--- config.mk ---
export PLATFORM = sky130hd
export DESIGN_NAME = muldiv_unit
export DESIGN_NICKNAME = d
export VERILOG_FILES = /design/src/rtl/muldiv_unit.sv
export SDC_FILE = /design/constraint.sdc
export NUM_CORES = 1
export LEC_CHECK = 0
export BUFFER_PORTS_ARGS = -buffer_cell sky130_fd_sc_hd__buf_4
export CORE_ASPECT_RATIO = 0.75
export CORE_UTILIZATION = 58
export CTS_CLUSTER_DIAMETER = 50
export DETAILED_ROUTE_END_ITERATION = 10
export HOLD_SLACK_MARGIN = 0.05
export PLACE_DENSITY_LB_ADDON = 0.15
export SLEW_MARGIN = 40
export SYNTH_ARGS = -nofsm -noshare
export SYNTH_HDL_FRONTEND = slang
export SYNTH_SLANG_ARGS = --single-unit
--- constraint.sdc ---
create_clock -name CLK -period 12.2 [get_ports CLK]
set_clock_uncertainty 0.15 [all_clocks]
set_input_delay 2.44 -clock CLK [delete_from_list [all_inputs] [get_ports CLK]]
set_output_delay 2.44 -clock CLK [all_outputs]
set_load 0.02 [all_outputs]
--- src/rtl/muldiv_unit.sv ---
// muldiv_unit: iterative RV32 M-extension unit (MUL/MULH/MULHSU/MULHU/DIV/DIVU/REM/REMU).
// A single 32-step shift/add (multiply) or shift/subtract (restoring divide) datapath
// works on operand magnitudes. Signs are corrected when the result is written.
// Divide-by-zero, signed overflow and unsupported opcodes finish in one cycle.
module muldiv_unit (
  input  logic        CLK,
  input  logic        RESET,
  input  logic        START,
  input  logic [4:0]  SELECT,
  input  logic [31:0] DATA1,
  input  logic [31:0] DATA2,
  output logic        BUSY,
  output logic        DONE,
  output logic [31:0] RESULT
);

  localparam logic [4:0] OP_MUL    = 5'b01011;
  localparam logic [4:0] OP_MULH   = 5'b01100;
  localparam logic [4:0] OP_MULHSU = 5'b01101;
  localparam logic [4:0] OP_MULHU  = 5'b01110;
  localparam logic [4:0] OP_DIV    = 5'b01111;
  localparam logic [4:0] OP_DIVU   = 5'b10000;
  localparam logic [4:0] OP_REM    = 5'b10001;
  localparam logic [4:0] OP_REMU   = 5'b10010;

  typedef enum logic [1:0] {ST_IDLE = 2'd0, ST_CALC = 2'd1, ST_FIN = 2'd2} state_t;

  state_t      state_q;
  logic [4:0]  cnt_q;
  logic [4:0]  op_q;
  logic        mul_q;
  logic        neg_q;
  logic [31:0] opnd_q;   // multiplicand magnitude (mul) or divisor magnitude (div)
  logic [31:0] hi_q;     // product high half (mul) or partial remainder (div)
  logic [31:0] lo_q;     // multiplier shifting out (mul) or dividend/quotient (div)
  logic        busy_q;
  logic        done_q;
  logic [31:0] result_q;

  logic        a_sgn_s, b_sgn_s, valid_s, is_div_s;
  logic        sa_s, sb_s, neg_in_s;
  logic [31:0] mag_a_s, mag_b_s;
  logic        special_s;
  logic [31:0] special_res_s;

  logic [32:0] sum_s, rsh_s;
  logic [31:0] hi_d, lo_d;
  logic [63:0] prod_s, prod_fix_s;
  logic [31:0] q_fix_s, r_fix_s, fin_res_s;

  assign BUSY   = busy_q;
  assign DONE   = done_q;
  assign RESULT = result_q;

  // Decode the incoming request: operand signedness, magnitudes and one-cycle special cases.
  always_comb begin
    a_sgn_s  = 1'b0;
    b_sgn_s  = 1'b0;
    valid_s  = 1'b0;
    is_div_s = 1'b0;
    case (SELECT)
      OP_MUL, OP_MULH: begin a_sgn_s = 1'b1; b_sgn_s = 1'b1; valid_s = 1'b1; end
      OP_MULHSU:       begin a_sgn_s = 1'b1; valid_s = 1'b1; end
      OP_MULHU:        begin valid_s = 1'b1; end
      OP_DIV, OP_REM:  begin a_sgn_s = 1'b1; b_sgn_s = 1'b1; valid_s = 1'b1; is_div_s = 1'b1; end
      OP_DIVU, OP_REMU: begin valid_s = 1'b1; is_div_s = 1'b1; end
      default:         begin valid_s = 1'b0; end
    endcase

    sa_s    = a_sgn_s & DATA1[31];
    sb_s    = b_sgn_s & DATA2[31];
    mag_a_s = sa_s ? (~DATA1 + 32'd1) : DATA1;
    mag_b_s = sb_s ? (~DATA2 + 32'd1) : DATA2;
    // Remainder follows the dividend sign; products and quotients follow the sign XOR.
    if (SELECT == OP_REM) begin
      neg_in_s = sa_s;
    end else begin
      neg_in_s = sa_s ^ sb_s;
    end

    if (!valid_s) begin
      special_s     = 1'b1;
      special_res_s = 32'd0;
    end else if (is_div_s && (DATA2 == 32'd0)) begin
      special_s     = 1'b1;
      special_res_s = ((SELECT == OP_DIV) || (SELECT == OP_DIVU)) ? 32'hFFFF_FFFF : DATA1;
    end else if (((SELECT == OP_DIV) || (SELECT == OP_REM)) &&
                 (DATA1 == 32'h8000_0000) && (DATA2 == 32'hFFFF_FFFF)) begin
      special_s     = 1'b1;
      special_res_s = (SELECT == OP_DIV) ? 32'h8000_0000 : 32'd0;
    end else begin
      special_s     = 1'b0;
      special_res_s = 32'd0;
    end
  end

  // One iteration of the shared datapath, plus the sign-corrected final result.
  always_comb begin
    sum_s = {1'b0, hi_q} + (lo_q[0] ? {1'b0, opnd_q} : 33'd0);
    rsh_s = {hi_q, lo_q[31]};
    if (mul_q) begin
      hi_d = sum_s[32:1];
      lo_d = {sum_s[0], lo_q[31:1]};
    end else if (rsh_s >= {1'b0, opnd_q}) begin
      // The partial remainder is below twice the divisor, so the 32-bit difference is exact.
      hi_d = rsh_s[31:0] - opnd_q;
      lo_d = {lo_q[30:0], 1'b1};
    end else begin
      hi_d = rsh_s[31:0];
      lo_d = {lo_q[30:0], 1'b0};
    end

    prod_s     = {hi_d, lo_d};
    prod_fix_s = neg_q ? (~prod_s + 64'd1) : prod_s;
    q_fix_s    = neg_q ? (~lo_d + 32'd1) : lo_d;
    r_fix_s    = neg_q ? (~hi_d + 32'd1) : hi_d;

    case (op_q)
      OP_MUL:                       fin_res_s = prod_fix_s[31:0];
      OP_MULH, OP_MULHSU, OP_MULHU: fin_res_s = prod_fix_s[63:32];
      OP_DIV, OP_DIVU:              fin_res_s = q_fix_s;
      OP_REM, OP_REMU:              fin_res_s = r_fix_s;
      default:                      fin_res_s = 32'd0;
    endcase
  end

  // Control FSM with registered BUSY/DONE/RESULT; accepts in IDLE or FIN, ignores START in CALC.
  always_ff @(posedge CLK) begin
    if (RESET) begin
      state_q  <= ST_IDLE;
      cnt_q    <= 5'd0;
      op_q     <= 5'd0;
      mul_q    <= 1'b0;
      neg_q    <= 1'b0;
      opnd_q   <= 32'd0;
      hi_q     <= 32'd0;
      lo_q     <= 32'd0;
      busy_q   <= 1'b0;
      done_q   <= 1'b0;
      result_q <= 32'd0;
    end else begin
      done_q <= 1'b0;
      case (state_q)
        ST_IDLE, ST_FIN: begin
          if (START) begin
            if (special_s) begin
              state_q  <= ST_FIN;
              busy_q   <= 1'b0;
              done_q   <= 1'b1;
              result_q <= special_res_s;
            end else begin
              state_q <= ST_CALC;
              busy_q  <= 1'b1;
              cnt_q   <= 5'd0;
              op_q    <= SELECT;
              mul_q   <= ~is_div_s;
              neg_q   <= neg_in_s;
              hi_q    <= 32'd0;
              opnd_q  <= is_div_s ? mag_b_s : mag_a_s;
              lo_q    <= is_div_s ? mag_a_s : mag_b_s;
            end
          end else begin
            state_q <= ST_IDLE;
            busy_q  <= 1'b0;
          end
        end
        ST_CALC: begin
          hi_q  <= hi_d;
          lo_q  <= lo_d;
          cnt_q <= cnt_q + 5'd1;
          if (cnt_q == 5'd31) begin
            state_q  <= ST_FIN;
            busy_q   <= 1'b0;
            done_q   <= 1'b1;
            result_q <= fin_res_s;
          end else begin
            state_q <= ST_CALC;
          end
        end
        default: begin
          state_q <= ST_IDLE;
          busy_q  <= 1'b0;
        end
      endcase
    end
  end

endmodule

==> flow_metrics.env <==
export IMPL_finalNonFillerCells=2671
export IMPL_die_h_um=146.7
export IMPL_worst_slew_margin_rel_pct=34.73
export IMPL_drc=0
export IMPL_rows=52
export IMPL_grt_max_degree=77
export IMPL_fin_tns_setup_ns=0
export IMPL_rsz0062_at_grt="no"
export IMPL_intPower_mw=1.577
export IMPL_dpl_instance_area_um2=16950
export IMPL_drt_total_wl_um=68660
export IMPL_grt_pass1_wl_um=103400
export IMPL_synth_main_ff_cell="dfxtp_1"
export IMPL_htree_levels=4
export IMPL_cts_setup_buffers=0
export IMPL_reg2reg_from="opnd_q[26]"
export IMPL_pwr_share_comb_pct=70.1
export IMPL_dpl_hpwl_um=51920
export IMPL_setup_viol=0
export IMPL_cts_buffers_inserted=17
export IMPL_async_flop_share_pct=0
export IMPL_vias=19351
export IMPL_yosysSeqAreaShare_pct=17.69
export IMPL_p_clk_share_pct=15.1
export IMPL_p_seq_share_pct=14.8
export IMPL_io_pins=106
export IMPL_grt_use_met2_pct=62.59
export IMPL_end_kind="register"
export IMPL_nFillCells=2547
export IMPL_startpoint="opnd_q[26]"
export IMPL_syn_cell_area_um2=16180
export IMPL_ir_drop_mv=0.1619
export IMPL_synth_edff_count=0
export IMPL_outcome="completed"
export IMPL_cts_resized=0
export IMPL_cts_buffer_depth=2
export IMPL_die_area_um2=28580
export IMPL_grt_most_used_layer="met1"
export IMPL_dp_cells=2638
export IMPL_ctsRootBufferMaster="clkbuf_16"
export IMPL_synth_cell_type_count=96
export IMPL_worstPathRequired_ns=12.40
export IMPL_finalNetCount=2452
export IMPL_avgViaCountPerCell=7.245
export IMPL_drive_gt1_share_pct=10.69
export IMPL_worstMarginPinSlew_ns=0.9716
export IMPL_initial_utilization_pct=59.51
export IMPL_cts_num_sinks=143
export IMPL_layout_commonest_cell="nor2_1"
export IMPL_timing_fmax_mhz=152.0
export IMPL_clkSlewWorstSetupHoldPaths_ns=0.07
export IMPL_path_max_fanout=18
export IMPL_avgSynthCellArea_um2=6.985
export IMPL_p_switching_mw=2.047
export IMPL_routedWlPerCell_um=25.70
export IMPL_dr_pass1_iters=8
export IMPL_ys_warn_count=0
export IMPL_grt_pass1_vias=16729
export IMPL_fin_util_pct=64.57
export IMPL_min_path_type="reg -> reg"
export IMPL_ys_ff_latch=143
export IMPL_core_area_um2=27200
export IMPL_fin_crit_ns=6.577
export IMPL_switching_share_pct=56.49
export IMPL_final_cell_mix="nor2_1, a21oi_1, nand2_1"
export IMPL_critPathArrivalTime_ns=6.78
export IMPL_finalMaxSlewViolations=0
export IMPL_hold_viol_final=0
export IMPL_clock_latency_ns=0.46
export IMPL_overflow=0
export IMPL_period_share_pct=53.91
export IMPL_syn_inst=2317
export IMPL_cts_tree="done"
export IMPL_r2r_cells=18
export IMPL_hold_path_depth=2
export IMPL_ctsHoldBuffers=0
export IMPL_antenna_found_initial=2
export IMPL_globalRouteTotalUtil_pct=47.15
export IMPL_portBuffers=105
export IMPL_fin_hold_ws_ns=0.3170
export IMPL_hold_start="opnd_q[1]"
export IMPL_leakage_nw=6.600
export IMPL_power_density_nw_per_um2=206.4
export IMPL_use_met3_pct=18.50
export IMPL_antenna_cells=0
export IMPL_cap_violations=0
export IMPL_synth_fp_nets=2462
export IMPL_finalInstanceArea_um2=17560
export IMPL_cp_start_kind="register"
export IMPL_drt_iter0_drc=3052
export IMPL_gp_congestion=1.061
export IMPL_ant_nets=0
export IMPL_die_x_um=194.9
export IMPL_syn_to_final_growth_pct=8.496
export IMPL_crit_type="reg -> reg"
export IMPL_grt_use_met1_pct=66.06
==> per-stage QoR <==
step / total power [mW] / setup WS [ns]
after CTS: 3.458 / 6.131
final: 3.625 / 5.623
after floorplan: 2.161 / 6.626
after global placement: 2.877 / 5.713
after global routing: 3.757 / 5.607
after detailed placement: 2.910 / 5.680
==> cells by family after synthesis <==
group                      synth area share, %
and+or+nand+nor                          26.48
muxes                                    3.239
AOI/OAI and AO/OA                        33.00
DFF                                      17.69
xor gates and xnor gates                 7.468
adders and majority gates                5.736
buffers and inverters                    6.393
==> power by group through the flow <==
stage / Sequential (mW) / Combinational [mW] / Clock (mW)
2_1_floorplan: 0.535 / 1.63 / 0
3_3_place_gp: 0.543 / 2.33 / 0
3_5_place_dp: 0.544 / 2.37 / 0
4_1_cts: 0.534 / 2.38 / 0.544
5_1_grt: 0.539 / 2.65 / 0.567
6_report: 0.536 / 2.54 / 0.546
==> cell type report <==
type / instances / area [µm²] / share of cell area (%)
sequential: 143 / 2868 / 16.33
clock inverter: 13 / 150.1 / 0.8551
tap: 351 / 439.2 / 2.501
timing repair buffer: 144 / 1097 / 6.249
inverter: 66 / 247.7 / 1.411
multi-input combinational: 1935 / 12320 / 70.19
clock buffer: 19 / 432.9 / 2.465
==> state kept, by name, summed over array words and instances, names as in the netlist <==
register / count
opnd_q: 32
op_q: 5
neg_q: 1
lo_q: 32
cnt_q: 5
RESULT: 32
BUSY: 1
hi_q: 32
state_q: 2
mul_q: 1
==> per-layer routing <==
metal,vias up,wire length [µm]
met5,-,10
met2,1619,26180
li1,8606,-
met4,2,3311
met1,8876,27920
met3,248,11230
==> synth_stat cells (12+ instances only) <==
cell / instances / area, µm²
a21oi_1: 210 / 1051
a211oi_1: 91 / 683.2
nor4_1: 23 / 143.9
o211ai_1: 32 / 240.2
a21o_1: 23 / 172.7
o31ai_1: 33 / 247.7
nand4_1: 36 / 225.2
nor2b_1: 17 / 106.4
o41ai_1: 19 / 166.4
or4_1: 20 / 150.1
a311oi_1: 17 / 148.9
and3_1: 23 / 143.9
nor3_1: 64 / 320.3
buf_1: 12 / 45.04
dfxtp_1: 143 / 2863
a31oi_1: 43 / 269.0
o21a_1: 22 / 165.2
ha_1: 71 / 888.4
o21ai_0: 146 / 730.7
nand3_1: 64 / 320.3
a221oi_1: 23 / 201.4
inv_1: 66 / 247.7
and2_1: 48 / 300.3
nor2_1: 271 / 1017
a22oi_1: 12 / 90.09
buf_2: 13 / 65.06
xnor2_1: 76 / 665.6
nand2b_1: 23 / 143.9
or3_1: 30 / 187.7
clkbuf_1: 128 / 480.5
xor2_1: 62 / 543.0
mux2_2: 19 / 214.0
or2_2: 15 / 93.84
mux2i_1: 31 / 310.3
nand2_1: 193 / 724.4
==> worst max-delay path, cell delays in order (launching register included) <==
cell	delay, ns
dfxtp_1	0.51
inv_1	0.08
ha_1	0.40
a21oi_1	0.27
o21ai_1	0.25
o21bai_1	0.50
o21a_1	0.17
buf_4	0.26
nand2_2	0.30
o21ai_0	0.58
ha_1	0.30
o211ai_1	0.25
nand3b_1	0.38
nor2_1	0.52
nor2_1	0.25
or4_1	0.45
a31oi_1	0.30
o21ai_0	0.22
a311oi_1	0.32
==> final timing paths <==
path | endpoint | slack, ns
worst min register to register | opnd_q[1] | 0.32
worst max-delay path | RESULT[8] | 5.62
worst max register to register | RESULT[8] | 5.62
worst min-delay path | opnd_q[1] | 0.32
No activity file was read; power rests on OpenSTA's default activity.
